File: src/rtl/jk_bank_driver_if.sv
// Target-word handshake between the register-bank client and jk_bank_driver.
interface jk_bank_driver_if #(
  parameter int unsigned WIDTH = 4
) ();
  logic             tgt_valid;
  logic             tgt_ready;
  logic [WIDTH-1:0] tgt_data;

  // Client side: offers target words.
  modport master (
    output tgt_valid,
    output tgt_data,
    input  tgt_ready
  );

  // Driver side: accepts target words.
  modport slave (
    input  tgt_valid,
    input  tgt_data,
    output tgt_ready
  );
endinterface

File: src/rtl/jk_bank_driver.sv
// Excitation controller: writes a target word into a bank of JK flip-flops,
// verifies it through the (optionally delayed) q readback and re-drives on
// mismatch up to MAX_RETRY times before flagging a sticky error.
module jk_bank_driver #(
  parameter int unsigned WIDTH       = 4,
  parameter int unsigned FB_LAT      = 0,
  parameter int unsigned MAX_RETRY   = 2,
  parameter int unsigned TOGGLE_PREF = 0
) (
  input  logic               clk,
  input  logic               clr,
  jk_bank_driver_if.slave    tgt,
  input  logic [WIDTH-1:0]   q_fb,
  output logic [WIDTH-1:0]   j,
  output logic [WIDTH-1:0]   k,
  output logic               ff_clr_n,
  output logic               done,
  output logic               err,
  output logic [1:0]         retries
);

  localparam int unsigned CNT_W  = $clog2(MAX_RETRY + 2);
  localparam int unsigned WCNT_W = $clog2(FB_LAT + 2);

  typedef enum logic [1:0] {
    S_IDLE  = 2'd0,
    S_DRIVE = 2'd1,
    S_WAIT  = 2'd2,
    S_CHECK = 2'd3
  } state_t;

  state_t             state, state_nxt;
  logic [WIDTH-1:0]   tgt_q, tgt_q_nxt;
  logic [WIDTH-1:0]   j_nxt, k_nxt;
  logic [CNT_W-1:0]   cnt, cnt_nxt;
  logic [WCNT_W-1:0]  wcnt, wcnt_nxt;
  logic               done_nxt, err_nxt, ready_nxt;
  logic [1:0]         retries_nxt, ret_sat;
  logic [WIDTH-1:0]   exc_t, diff, exc_j, exc_k;

  // The word being excited: fresh input on acceptance, latched target on retry.
  assign exc_t   = (state == S_IDLE) ? tgt.tgt_data : tgt_q;
  assign ret_sat = (32'(cnt) > 32'd3) ? 2'd3 : 2'(cnt);

  // Per-bit J/K excitation of exc_t against the current readback.
  always_comb begin
    diff = exc_t ^ q_fb;
    if (TOGGLE_PREF != 0) begin
      exc_j = diff;
      exc_k = diff;
    end else begin
      exc_j = diff & exc_t;
      exc_k = diff & ~exc_t;
    end
  end

  // Next-state and next-output logic.
  always_comb begin
    state_nxt   = state;
    tgt_q_nxt   = tgt_q;
    j_nxt       = '0;
    k_nxt       = '0;
    cnt_nxt     = cnt;
    wcnt_nxt    = wcnt;
    done_nxt    = 1'b0;
    err_nxt     = err;
    retries_nxt = retries;
    case (state)
      S_IDLE: begin
        if (tgt.tgt_valid && tgt.tgt_ready) begin
          tgt_q_nxt = tgt.tgt_data;
          cnt_nxt   = '0;
          j_nxt     = exc_j;
          k_nxt     = exc_k;
          state_nxt = S_DRIVE;
        end
      end
      S_DRIVE: begin
        if (FB_LAT > 0) begin
          wcnt_nxt  = WCNT_W'(FB_LAT);
          state_nxt = S_WAIT;
        end else begin
          state_nxt = S_CHECK;
        end
      end
      S_WAIT: begin
        wcnt_nxt = wcnt - WCNT_W'(1);
        if (wcnt <= WCNT_W'(1)) state_nxt = S_CHECK;
      end
      S_CHECK: begin
        if (q_fb == tgt_q) begin
          done_nxt    = 1'b1;
          retries_nxt = ret_sat;
          state_nxt   = S_IDLE;
        end else if (cnt < CNT_W'(MAX_RETRY)) begin
          cnt_nxt   = cnt + CNT_W'(1);
          j_nxt     = exc_j;
          k_nxt     = exc_k;
          state_nxt = S_DRIVE;
        end else begin
          err_nxt     = 1'b1;
          done_nxt    = 1'b1;
          retries_nxt = ret_sat;
          state_nxt   = S_IDLE;
        end
      end
      default: state_nxt = S_IDLE;
    endcase
    ready_nxt = (state_nxt == S_IDLE);
  end

  // State and registered outputs; clr also holds the bank in clear.
  always_ff @(posedge clk) begin
    if (clr) begin
      state         <= S_IDLE;
      tgt_q         <= '0;
      cnt           <= '0;
      wcnt          <= '0;
      j             <= '0;
      k             <= '0;
      done          <= 1'b0;
      err           <= 1'b0;
      retries       <= 2'd0;
      tgt.tgt_ready <= 1'b0;
      ff_clr_n      <= 1'b0;
    end else begin
      state         <= state_nxt;
      tgt_q         <= tgt_q_nxt;
      cnt           <= cnt_nxt;
      wcnt          <= wcnt_nxt;
      j             <= j_nxt;
      k             <= k_nxt;
      done          <= done_nxt;
      err           <= err_nxt;
      retries       <= retries_nxt;
      tgt.tgt_ready <= ready_nxt;
      ff_clr_n      <= 1'b1;
    end
  end

endmodule

File: src/flat_wrapper.sv
// flat-port wrapper written by rule: the top's interface ports become plain ports
module jk_bank_driver_flat 
#(
  parameter int unsigned WIDTH       = 4,
  parameter int unsigned FB_LAT      = 0,
  parameter int unsigned MAX_RETRY   = 2,
  parameter int unsigned TOGGLE_PREF = 0
)
  (clk, clr, q_fb, j, k, ff_clr_n, done, err, retries, tgt_tgt_valid, tgt_tgt_data, tgt_tgt_ready);
  jk_bank_driver_if #(.WIDTH(WIDTH)) tgt_i ();
  input  logic clk;
  input  logic clr;
  input  logic [WIDTH-1:0] q_fb;
  output logic [WIDTH-1:0] j;
  output logic [WIDTH-1:0] k;
  output logic ff_clr_n;
  output logic done;
  output logic err;
  output logic [1:0] retries;
  input wire logic [$bits(tgt_i.tgt_valid)-1:0] tgt_tgt_valid;
  input wire logic [$bits(tgt_i.tgt_data)-1:0] tgt_tgt_data;
  output wire logic [$bits(tgt_i.tgt_ready)-1:0] tgt_tgt_ready;
  assign tgt_i.tgt_valid = tgt_tgt_valid;
  assign tgt_i.tgt_data = tgt_tgt_data;
  assign tgt_tgt_ready = tgt_i.tgt_ready;
  jk_bank_driver #(.WIDTH(WIDTH), .FB_LAT(FB_LAT), .MAX_RETRY(MAX_RETRY), .TOGGLE_PREF(TOGGLE_PREF)) u_core (.clk(clk), .clr(clr), .tgt(tgt_i), .q_fb(q_fb), .j(j), .k(k), .ff_clr_n(ff_clr_n), .done(done), .err(err), .retries(retries));
endmodule
File: config.mk
export PLATFORM = sky130hd
export DESIGN_NAME = jk_bank_driver_flat
export DESIGN_NICKNAME = d
export VERILOG_FILES = /design/src/rtl/jk_bank_driver_if.sv /design/src/rtl/jk_bank_driver.sv /design/src/flat_wrapper.sv
export SDC_FILE = /design/constraint.sdc
export NUM_CORES = 1
export LEC_CHECK = 0
export ABC_AREA = 1
export BUFFER_PORTS_ARGS = -buffer_cell sky130_fd_sc_hd__buf_4
export CORE_UTILIZATION = 46
export CTS_CLUSTER_DIAMETER = 30
export CTS_CLUSTER_SIZE = 16
export DETAILED_ROUTE_END_ITERATION = 10
export HOLD_SLACK_MARGIN = 0.15
export PLACE_DENSITY = 0.81
export SLEW_MARGIN = 40
export SYNTH_ARGS = -nofsm -noshare
export SYNTH_HDL_FRONTEND = slang
export SYNTH_SLANG_ARGS = --single-unit
export TNS_END_PERCENT = 10
File: constraint.sdc
create_clock -name clk -period 1.5 [get_ports clk]
set_clock_uncertainty 0.15 [all_clocks]
set_input_delay 0.15 -clock clk [delete_from_list [all_inputs] [get_ports clk]]
set_output_delay 0.15 -clock clk [all_outputs]
set_load 0.02 [all_outputs]
==> flow_summary.json <==
{
  "status": "finished, violations left",
  "violations": "setup timing",
  "powerDensity_mw_per_mm2": 1330,
  "first_global_vias": 914,
  "pre_cts_ws_ns": -0.05046,
  "tightest_slew_ns": 0.2533,
  "cts-root-buf": "clkbuf_4",
  "startpoint": "q_fb[2]",
  "die_w_um": 48.53,
  "fp.coreArea_mm2": 0.002002,
  "vias": 1048,
  "worst_slack_ns": -0.01901,
  "yosys_warnings": 0,
  "synth_cells": 131,
  "grt_start_max_net_pins": 14,
  "io_pins": 25,
  "grt_use_total_pct": 20.05,
  "maxCapViolCount": 0,
  "routedWlPerCell_um": 13.47,
  "crit_chain": "dlygate4sd3_1 -> buf_4 -> nand2_1 -> nand2_2 -> nor2_4 -> nand2_4 -> a21boi_4 -> buf_12 -> nor3_2",
  "drc": 0,
  "drt-initial-drc-count": 26,
  "fin_util_pct": 76.56,
  "yosysSeqAreaShare_pct": 44.22,
  "overflow": 0,
  "clk_latency_ns": 0.32,
  "critical_path_class": "input pin to flip-flop",
  "hpwl_um": 1491,
  "grt_pass1_wl_um": 3677,
  "slew_headroom_pct": 83.00,
  "die_h_um": 48.53,
  "num-fill-cells": 129,
  "ys_types": 20,
  "p_leak_nw": 0.7102,
  "vdd_drop_max_mv": 0.8391,
  "cp_max_fo": 8,
  "area_growth_pct": 53.89,
  "hp-class": "input pin to flip-flop",
  "drtAntennaViolNets": 0,
  "synthesis.area_um2": 996.0,
  "finalSetupTns_ns": -0.1048,
  "power_mw": 2.038,
  "cts_sinks": 22,
  "via_per_inst": 5.188,
  "multi_input_area_um2": 550.5,
  "finalWorstPathRequiredPeriod_ns": 1.519,
  "crit_required_ns": 1.57,
  "antennaDiodeCount": 0,
  "drt-pass1-iter-count": 4,
  "portBuffers": 24,
  "synth_area_per_cell_um2": 7.603,
  "final_max_slew_viol_count": 0,
  "place_inst": 185,
  "fp-row-count": 16,
  "fp.dieArea_mm2": 0.002355,
  "clk_pin_slew_worst_paths_ns": 0.14,
  "reg2reg_from": "u_core.tgt_q[0]",
  "layout.nets": 190,
  "slowest_stage": "dlygate4sd3_1",
  "start_util_pct": 49.75,
  "critical_path_arrival_ns": 1.59,
  "syn_nets": 145,
  "globalplace.congestion": 0.8150,
  "cp-end-kind": "flip-flop",
  "clockBufferDepth": 2,
  "cpPeakStageDelay_ns": 0.53,
  "yosys_register_bits": 22,
  "drive_above_1_share_pct": 38.29,
  "finalSetupViolCount": 8,
  "finalHoldViolCount": 0,
  "hold_path_startpoint": "q_fb[0]",
  "max_freq_ghz": 0.6583,
  "register_area_um2": 446.7,
  "h-tree-depth": 1,
  "startpoint_type": "input pin",
  "cts_tree": "done",
  "fin_crit_sh_pct": 101.3,
  "layoutNonFillerInstCount": 202,
  "wl_um": 2720,
  "antenna_found_initial": 0,
  "cts_buffers": 3
}
[report_power, final]
group          switching (mW)  total (mW)  internal [mW]
clock network           0.185       0.455          0.270
logic                   0.480       0.849          0.369
registers              0.0668       0.734          0.667
total                   0.732        2.04           1.31
[repair_timing]
item,4_1_cts,5_1_grt
gates resized for setup,4,27
pin swaps,0,7
setup endpoints to repair,6,17
endpoints found under the hold margin,22,15
hold buffers,8,6
setup buffers,0,1
[layout make-up]
class | instances | area share (%)
Multi-Input combinational cell | 87 | 35.92
Sequential cell | 22 | 29.14
Timing Repair Buffer | 43 | 24.65
Inverter | 19 | 4.653
Tap cell | 27 | 2.204
Clock inverter | 1 | 1.959
Clock buffer | 3 | 1.469
[kinds of logic after synthesis]
logic type	count (synthesis)	share of synthesized area, %
fa+ha+maj	3	3.769
flops	22	44.22
buf+inv	22	8.543
compound gates	22	12.69
simple gates	62	30.78
[path summary, 6_finish.rpt]
| check | endpoint | slack (ns) | cells after the start |
|---|---|---|---|
| min reg2reg | u_core.tgt_q[1] | 0.34 | 2 |
| max reg2reg | u_core.k[2] | 0.01 | 8 |
| min | u_core.j[0] | 0.19 | 5 |
| max | u_core.k[2] | -0.02 | 9 |
[synthesized netlist by cell type]
| library cell | number | area, um2 |
|---|---|---|
| o31ai_1 | 1 | 7.510 |
| a21boi_4 | 1 | 18.77 |
| nor2_4 | 2 | 22.52 |
| nor2_1 | 9 | 33.78 |
| inv_1 | 16 | 60.06 |
| or2_1 | 1 | 6.260 |
| nand2_1 | 32 | 120.1 |
| nand2_4 | 1 | 11.26 |
| nand3b_1 | 1 | 7.510 |
| dfxtp_1 | 22 | 440.4 |
| nor3_2 | 4 | 40.04 |
| a21oi_1 | 11 | 55.05 |
| ha_1 | 3 | 37.54 |
| nor2_2 | 2 | 12.51 |
| o21ai_0 | 9 | 45.04 |
| buf_2 | 2 | 10.01 |
| nand2_2 | 2 | 12.51 |
| inv_2 | 3 | 11.26 |
| clkbuf_1 | 1 | 3.750 |
| nand3_1 | 8 | 40.04 |
[worst max-delay path, delay by kind of cell]
kind	cells	cell delay [ns]
AOI/OAI and AO/OA	1	0.20
and+or+nand+nor	5	0.41
buffers and inverters	3	0.82
[placed cells by master, fill, tap and decap left out, types with 2 or more instances in the layout]
cell type / instances
clkbuf_4: 3
nor2_4: 2
nand2_2: 7
dfxtp_1: 19
nor2_1: 8
nand3_1: 6
o21ai_1: 2
ha_4: 2
o21ai_0: 5
nor3_2: 4
a21oi_1: 9
o21ai_2: 2
dfxtp_2: 2
buf_4: 28
nor2_2: 3
inv_1: 14
dlygate4sd3_1: 11
dlymetal6s4s_1: 3
inv_2: 5
nand2_1: 27
[stage by stage]
stage	hold WS, ns	cell area [um2]
after floorplan	0.1467	996.0
after global placement	0.2445	1241
after detailed placement	0.2497	1241
after CTS	-0.07539	1374
after global routing	0.2279	1533
final	0.1943	1533
[flip-flops by register name, indices dropped and copies added (netlist names)]
signal                flops
u_core.j                  4
u_core.state              2
u_core.err                1
u_core.ff_clr_n           1
u_core.retries            2
u_core.tgt.tgt_ready      1
u_core.cnt                2
u_core.tgt_q              4
u_core.done               1
u_core.k                  4
[per-layer routing]
layer / global-route usage (%) / up-vias / share of wire [%]
li1: - / 501 / -
met1: 23.68 / 490 / 41
met2: 34.98 / 50 / 51
met3: 2.201 / 7 / 6.6
met4: 11.76 / 0 / 1.8
met5: 0 / - / 0
(Power assumes the default switching activity.)
